==> config.mk <==
export PLATFORM = sky130hd
export DESIGN_NAME = countdown_timer_core
export DESIGN_NICKNAME = d
export VERILOG_FILES = /design/src/rtl/timer_defs_pkg.sv /design/src/rtl/bcd_mmss_dec.sv /design/src/rtl/countdown_timer_core.sv
export SDC_FILE = /design/constraint.sdc
export NUM_CORES = 1
export LEC_CHECK = 0
export CORE_UTILIZATION = 53
export DETAILED_ROUTE_END_ITERATION = 7
export PLACE_DENSITY = 0.85
export SLEW_MARGIN = 15
export SYNTH_ARGS = -nofsm -noshare
export SYNTH_HDL_FRONTEND = slang
export SYNTH_HIERARCHICAL = 1
export SYNTH_SLANG_ARGS = --single-unit
export TNS_END_PERCENT = 20
==> constraint.sdc <==
create_clock -name _1Hzclk -period 5.8 [get_ports _1Hzclk]
set_clock_uncertainty 0.1 [all_clocks]
set_input_delay 0.58 -clock _1Hzclk [delete_from_list [all_inputs] [get_ports _1Hzclk]]
set_output_delay 0.58 -clock _1Hzclk [all_outputs]
set_load 0.01 [all_outputs]
==> src/rtl/timer_defs_pkg.sv <==
// Shared definitions for the mm:ss countdown timer: state encoding, BCD limits
// and the four-digit count payload.
package timer_defs_pkg;

  localparam int unsigned DIGIT_W = 4;

  typedef enum logic [1:0] {
    IDLE  = 2'd0,
    RUN   = 2'd1,
    PAUSE = 2'd2,
    DONE  = 2'd3
  } state_t;

  localparam logic [DIGIT_W-1:0] BCD_MAX_ONES = 4'd9;
  localparam logic [DIGIT_W-1:0] BCD_MAX_TENS = 4'd5;

  typedef struct packed {
    logic [DIGIT_W-1:0] min_tens;
    logic [DIGIT_W-1:0] min_ones;
    logic [DIGIT_W-1:0] sec_tens;
    logic [DIGIT_W-1:0] sec_ones;
  } mmss_t;

endpackage

==> src/rtl/bcd_mmss_dec.sv <==
// Combinational one-second decrement of an mm:ss BCD count with a zero flag.
// A 00:00 input passes through unchanged so the count never wraps.
module bcd_mmss_dec
  import timer_defs_pkg::*;
(
  input  mmss_t cnt_in,
  output mmss_t cnt_dec,
  output logic  is_zero
);

  // Borrow ripples sec_ones -> sec_tens -> min_ones -> min_tens.
  always_comb begin
    cnt_dec = cnt_in;
    is_zero = (cnt_in == '0);
    if (!is_zero) begin
      if (cnt_in.sec_ones != '0) begin
        cnt_dec.sec_ones = cnt_in.sec_ones - DIGIT_W'(1);
      end else begin
        cnt_dec.sec_ones = BCD_MAX_ONES;
        if (cnt_in.sec_tens != '0) begin
          cnt_dec.sec_tens = cnt_in.sec_tens - DIGIT_W'(1);
        end else begin
          cnt_dec.sec_tens = BCD_MAX_TENS;
          if (cnt_in.min_ones != '0) begin
            cnt_dec.min_ones = cnt_in.min_ones - DIGIT_W'(1);
          end else begin
            cnt_dec.min_ones = BCD_MAX_ONES;
            cnt_dec.min_tens = cnt_in.min_tens - DIGIT_W'(1);
          end
        end
      end
    end
  end

endmodule

==> src/rtl/countdown_timer_core.sv <==
// mm:ss countdown timer: loads a sanitised BCD preset, counts down once per
// _1Hzclk edge and holds an alarm for ALARM_CYCLES edges at 00:00.
module countdown_timer_core
  import timer_defs_pkg::*;
#(
  parameter int unsigned ALARM_CYCLES = 5,
  parameter int unsigned CNT_W        = 4
) (
  input  logic                _1Hzclk,
  input  logic                init_rst,
  input  logic                stsp_sign,
  input  logic                set_sign,
  input  logic [2*DIGIT_W-1:0] preset_min,
  input  logic [2*DIGIT_W-1:0] preset_sec,
  output logic [DIGIT_W-1:0]  min_tens,
  output logic [DIGIT_W-1:0]  min_ones,
  output logic [DIGIT_W-1:0]  sec_tens,
  output logic [DIGIT_W-1:0]  sec_ones,
  output logic                run_state,
  output logic                alarm
);

  localparam logic [CNT_W-1:0] ALARM_LAST = CNT_W'(ALARM_CYCLES - 1);

  state_t            state, state_nxt;
  mmss_t             cnt, cnt_nxt, cnt_dec, preset_c;
  logic              cnt_zero;
  logic [CNT_W-1:0]  alarm_cnt, alarm_cnt_nxt;

  bcd_mmss_dec u_dec (
    .cnt_in  (cnt),
    .cnt_dec (cnt_dec),
    .is_zero (cnt_zero)
  );

  // Clamp out-of-range preset digits to the largest legal value.
  always_comb begin
    preset_c.min_tens = (preset_min[7:4] > BCD_MAX_TENS) ? BCD_MAX_TENS : preset_min[7:4];
    preset_c.min_ones = (preset_min[3:0] > BCD_MAX_ONES) ? BCD_MAX_ONES : preset_min[3:0];
    preset_c.sec_tens = (preset_sec[7:4] > BCD_MAX_TENS) ? BCD_MAX_TENS : preset_sec[7:4];
    preset_c.sec_ones = (preset_sec[3:0] > BCD_MAX_ONES) ? BCD_MAX_ONES : preset_sec[3:0];
  end

  // Next state / count; set_sign takes priority over stsp_sign in every state.
  always_comb begin
    state_nxt     = state;
    cnt_nxt       = cnt;
    alarm_cnt_nxt = alarm_cnt;
    case (state)
      IDLE: begin
        if (set_sign) begin
          cnt_nxt = preset_c;
        end else if (stsp_sign && !cnt_zero) begin
          state_nxt = RUN;
        end
      end
      RUN: begin
        if (set_sign) begin
          cnt_nxt   = preset_c;
          state_nxt = IDLE;
        end else if (stsp_sign) begin
          state_nxt = PAUSE;
        end else begin
          cnt_nxt = cnt_dec;
          if (cnt_dec == '0) begin
            state_nxt     = DONE;
            alarm_cnt_nxt = '0;
          end
        end
      end
      PAUSE: begin
        if (set_sign) begin
          cnt_nxt   = preset_c;
          state_nxt = IDLE;
        end else if (stsp_sign) begin
          state_nxt = RUN;
        end
      end
      DONE: begin
        if (set_sign) begin
          cnt_nxt   = preset_c;
          state_nxt = IDLE;
        end else if (stsp_sign || (alarm_cnt == ALARM_LAST)) begin
          state_nxt = IDLE;
        end else begin
          alarm_cnt_nxt = alarm_cnt + CNT_W'(1);
        end
      end
      default: state_nxt = IDLE;
    endcase
  end

  // Status flags are registered from the next state so they track state exactly.
  always_ff @(posedge _1Hzclk or negedge init_rst) begin
    if (!init_rst) begin
      state     <= IDLE;
      cnt       <= '0;
      alarm_cnt <= '0;
      run_state <= 1'b0;
      alarm     <= 1'b0;
    end else begin
      state     <= state_nxt;
      cnt       <= cnt_nxt;
      alarm_cnt <= alarm_cnt_nxt;
      run_state <= (state_nxt == RUN);
      alarm     <= (state_nxt == DONE);
    end
  end

  assign min_tens = cnt.min_tens;
  assign min_ones = cnt.min_ones;
  assign sec_tens = cnt.sec_tens;
  assign sec_ones = cnt.sec_ones;

endmodule

==> impl_table.tex <==
\begin{tabular}{lr}
\hline
Metric & Value \\
\hline
\multicolumn{2}{l}{\textbf{Finish}} \\
Most used cells in the layout excluding fill and tap cells & sky130\_fd\_sc\_hd\_\_clkdlybuf4s50\_1 (36), sky130\_fd\_sc\_hd\_\_nand2\_1 (28), sky130\_fd\_sc\_hd\_\_o21ai\_0 (28), sky130\_fd\_sc\_hd\_\_dfrtp\_1 (24), sky130\_fd\_sc\_hd\_\_nor2\_1 (19) \\
Total inserted antenna cells & 0 \\
Total non-filler cell area in the finished layout & just under 2000 µm² \\
Share of post-route cells with drive strength above 1 & 0.04444 \\
Most common cell after layout, fill and taps aside & sky130\_fd\_sc\_hd\_\_clkdlybuf4s50\_1 \\
Area growth from synthesis to final layout & 26.38\% \\
Post-route non-filler standard cell count & 256 \\
Layout net count & 251 \\
Post-layout util & 0.7064 \\
\multicolumn{2}{l}{\textbf{CTS}} \\
Clock-pin slew reported for the worst setup and hold paths after clock tree synthesis & approximately 0.13 ns \\
Number of levels in the clock H-tree & 1 \\
Clock tree from TritonCTS & done \\
Worst-skew pair later-pin latency & roughly 0.32 ns \\
Largest buffer count on any clock path & 2 \\
Setup Buffers After CTS & 0 \\
Cells resized by post-CTS repair & 0 \\
CTS Sinks & 24 \\
CTS root buf & sky130\_fd\_sc\_hd\_\_clkbuf\_4 \\
Number of hold buffers added after CTS & 0 \\
Clock buffer count from CTS & 3 \\
\multicolumn{2}{l}{\textbf{Floorplan}} \\
Die W & 55.93 µm \\
Row count & 19 \\
Die ar. & $\sim$3100 µm² \\
Starting utilization of the core area & 0.5590 \\
Total I/O pin count & 38 \\
CORE AREA & 2758 µm² \\
Height of the die & approximately 56 µm \\
\multicolumn{2}{l}{\textbf{Synthesis}} \\
Most area-consuming cells after synthesis & sky130\_fd\_sc\_hd\_\_dfrtp\_1 (39\%), sky130\_fd\_sc\_hd\_\_o21ai\_0 (9.1\%), sky130\_fd\_sc\_hd\_\_nand2\_1 (6.8\%) \\
Distinct cell type count of the synthesized netlist & 40 \\
Number of nets produced by synthesis & 215 \\
Number of synthesized flops with an enable pin & 0 \\
Yosys warns & 6 \\
Summed instance area of the synthesized netlist & 1541 µm² \\
Sequential element share of the synthesized area & 0.3896 \\
Top cell type's share of synthesized area & 0.3896 \\
Proportion of register bits with asynchronous set or reset after synthesis & 1.000 \\
Largest area contributor in the synthesized netlist & sky130\_fd\_sc\_hd\_\_dfrtp\_1 \\
Number of cells produced by synthesis & approximately 190 \\
Primary FF master, synth & sky130\_fd\_sc\_hd\_\_dfrtp\_1 \\
Syn Area/Cell & approximately 8.1 µm² \\
Synthesized flop and latch total & 24 \\
\multicolumn{2}{l}{\textbf{Timing}} \\
Worst hold slack & between 0.1 and 0.15 ns \\
Sum Neg Setup Slack & 0 ns \\
Fraction of the cycle the final worst path needs & 0.5614 \\
Tightest slew margin relative to the limit & 0.3949 \\
Slew of the pin with the lowest slew margin & between 0.9 and 1 ns \\
Pins Over Slew Limit & 0 \\
Worst setup slack after layout & 2.544 ns \\
Number of endpoints with negative hold slack in the final report & 0 \\
Tmin final & around 3.3 ns \\
Fmax & 307.1 MHz \\
Unrepaired setup endpoints after global routing & no \\
Number of endpoints failing setup at the final stage & 0 \\
\multicolumn{2}{l}{\textbf{Pwr}} \\
Power, Total & 0.4080 mW \\
Power density relative to cell area & roughly 210 nW/µm² \\
Leakage dissipation & between 0.8 and 0.9 nW \\
Maximum ir drop on the vdd rail & 0.1548 mV \\
\multicolumn{2}{l}{\textbf{Place}} \\
Instance area at placement & a little under 2000 µm² \\
Post-detailed-placement half-perimeter wirelength & between 3000 and 4000 µm \\
RePlAce Congestion & between 0.8 and 0.9 \\
Port Buffers & 37 \\
Worst slack at placement & about 2.6 ns \\
Number of cells in the design after placement & 253 \\
\multicolumn{2}{l}{\textbf{Global route}} \\
Overall routing resource usage & 0.2693 \\
Wire length of the first global-routing pass & $\sim$6600 µm \\
Number of global-route vias before repair & roughly 1500 \\
Initial antenna violation count & 0 \\
Largest net degree at the start of global routing & 29 \\
Remaining global-route overflow & 0 \\
\multicolumn{2}{l}{\textbf{Setup path}} \\
Crit path kind & reg2reg \\
Launch point of the worst path & sec\_ones[3]\$\_DFFE\_PN0P\_ \\
Worst setup slack for register-to-register paths & 2.54 ns \\
Category of the worst setup path launch point & flop \\
Signal arrival time at the worst endpoint & about 3.4 ns \\
Startpoint of the worst-slack reg-to-reg timing path & sec\_ones[3]\$\_DFFE\_PN0P\_ \\
Kind of capture point of the worst setup path & flop \\
Max Fanout on Critical Path & 6 \\
Data required time at the worst endpoint & slightly below 6 ns \\
\multicolumn{2}{l}{\textbf{Route}} \\
Via count & 1579 \\
Detailed-route wire length per cell & $\sim$16 µm \\
Final wirelength & $\sim$4000 µm \\
Detailed-routing iteration count for the pre-antenna-repair pass & 4 \\
Remaining number of nets flagged by the antenna check after routing & 0 \\
Detailed-route vias per instance & roughly 6 \\
First-iteration detailed-routing DRC count & 87 \\
Remaining routing DRC violations & 0 \\
\multicolumn{2}{l}{\textbf{Run status}} \\
Status & completed \\
\multicolumn{2}{l}{\textbf{Run}} \\
Max cap viols & 0 \\
\multicolumn{2}{l}{\textbf{Min path}} \\
Worst min path class & in2async \\
\hline
\end{tabular}
[power breakdown]
part | internal (mW) | switching, mW | leakage [nW]
registers | 0.183 | 0.0241 | 0.306
clock network | 0.0243 | 0.0508 | 0.0138
logic | 0.0619 | 0.0636 | 0.483
total | 0.270 | 0.138 | 0.803
[sequential cells by signal, summed over array words and instances (netlist names)]
signal     flops
alarm_cnt      4
min_ones       4
min_tens       4
sec_ones       4
sec_tens       4
state          2
alarm          1
run_state      1
[final timing paths]
path	to	cells after the start
max in group asynchronous	sec_tens[1]$_DFFE_PN0P_	1
hold reg to reg	min_tens[1]$_DFFE_PN0P_	2
min in group _1Hzclk	min_tens[1]$_DFFE_PN0P_	2
hold / removal	sec_ones[2]$_DFFE_PN0P_	1
setup reg to reg	alarm_cnt[3]$_DFFE_PN0P_	9
setup / recovery	alarm_cnt[3]$_DFFE_PN0P_	9
[layer usage]
layer,track usage,up-vias,wire length (µm)
met4,0.1185,0,57
li1,-,756,-
met2,0.4303,63,1950
met3,0.04884,8,259
met1,0.3589,752,1759
met5,0,-,0
[synth_stat cells, types with 2 or more instances]
library cell / n
sky130_fd_sc_hd__mux2i_1: 2
sky130_fd_sc_hd__nand2b_1: 2
sky130_fd_sc_hd__inv_1: 7
sky130_fd_sc_hd__or2_4: 2
sky130_fd_sc_hd__nor3b_1: 3
sky130_fd_sc_hd__nor3_1: 5
sky130_fd_sc_hd__ha_1: 4
sky130_fd_sc_hd__a2111oi_0: 2
sky130_fd_sc_hd__nor2_1: 20
sky130_fd_sc_hd__o31a_1: 2
sky130_fd_sc_hd__nand3_1: 4
sky130_fd_sc_hd__a22o_1: 2
sky130_fd_sc_hd__clkbuf_1: 6
sky130_fd_sc_hd__nor4b_1: 2
sky130_fd_sc_hd__a21oi_1: 8
sky130_fd_sc_hd__or3_1: 5
sky130_fd_sc_hd__o21ai_0: 28
sky130_fd_sc_hd__o31ai_1: 5
sky130_fd_sc_hd__or4_1: 2
sky130_fd_sc_hd__nand2_1: 28
sky130_fd_sc_hd__o22ai_1: 2
sky130_fd_sc_hd__nor2b_1: 3
sky130_fd_sc_hd__xnor2_1: 3
sky130_fd_sc_hd__nand3b_1: 2
sky130_fd_sc_hd__dfrtp_1: 24
sky130_fd_sc_hd__nor4_1: 3
sky130_fd_sc_hd__nand4b_1: 2
[worst max-delay path: stages, from the launching register on]
cell	delay (ns)
sky130_fd_sc_hd__dfrtp_1	0.46
sky130_fd_sc_hd__or4_4	0.60
sky130_fd_sc_hd__nor3_1	0.39
sky130_fd_sc_hd__nand2_1	0.18
sky130_fd_sc_hd__mux2i_1	0.18
sky130_fd_sc_hd__nor4_1	0.33
sky130_fd_sc_hd__nand4_1	0.13
sky130_fd_sc_hd__o31a_1	0.33
sky130_fd_sc_hd__o31a_1	0.32
sky130_fd_sc_hd__a21o_1	0.15
[layout make-up]
class / instances / area (µm²)
tap: 31 / 38.79
fill: 217 / 809.5
multi-input combinational: 154 / 894.6
sequential: 24 / 600.6
timing repair buffer: 37 / 365.4
inverter: 7 / 26.28
clock buffer: 3 / 22.52
[cells by family after synthesis]
logic type / synth area share
compound gates: 0.1973
xor+xnor: 0.01705
fa+ha+maj: 0.03247
buf+inv: 0.03166
flops: 0.3896
mux: 0.02029
simple gates: 0.3117
No activity file was read; power rests on OpenSTA's default activity.
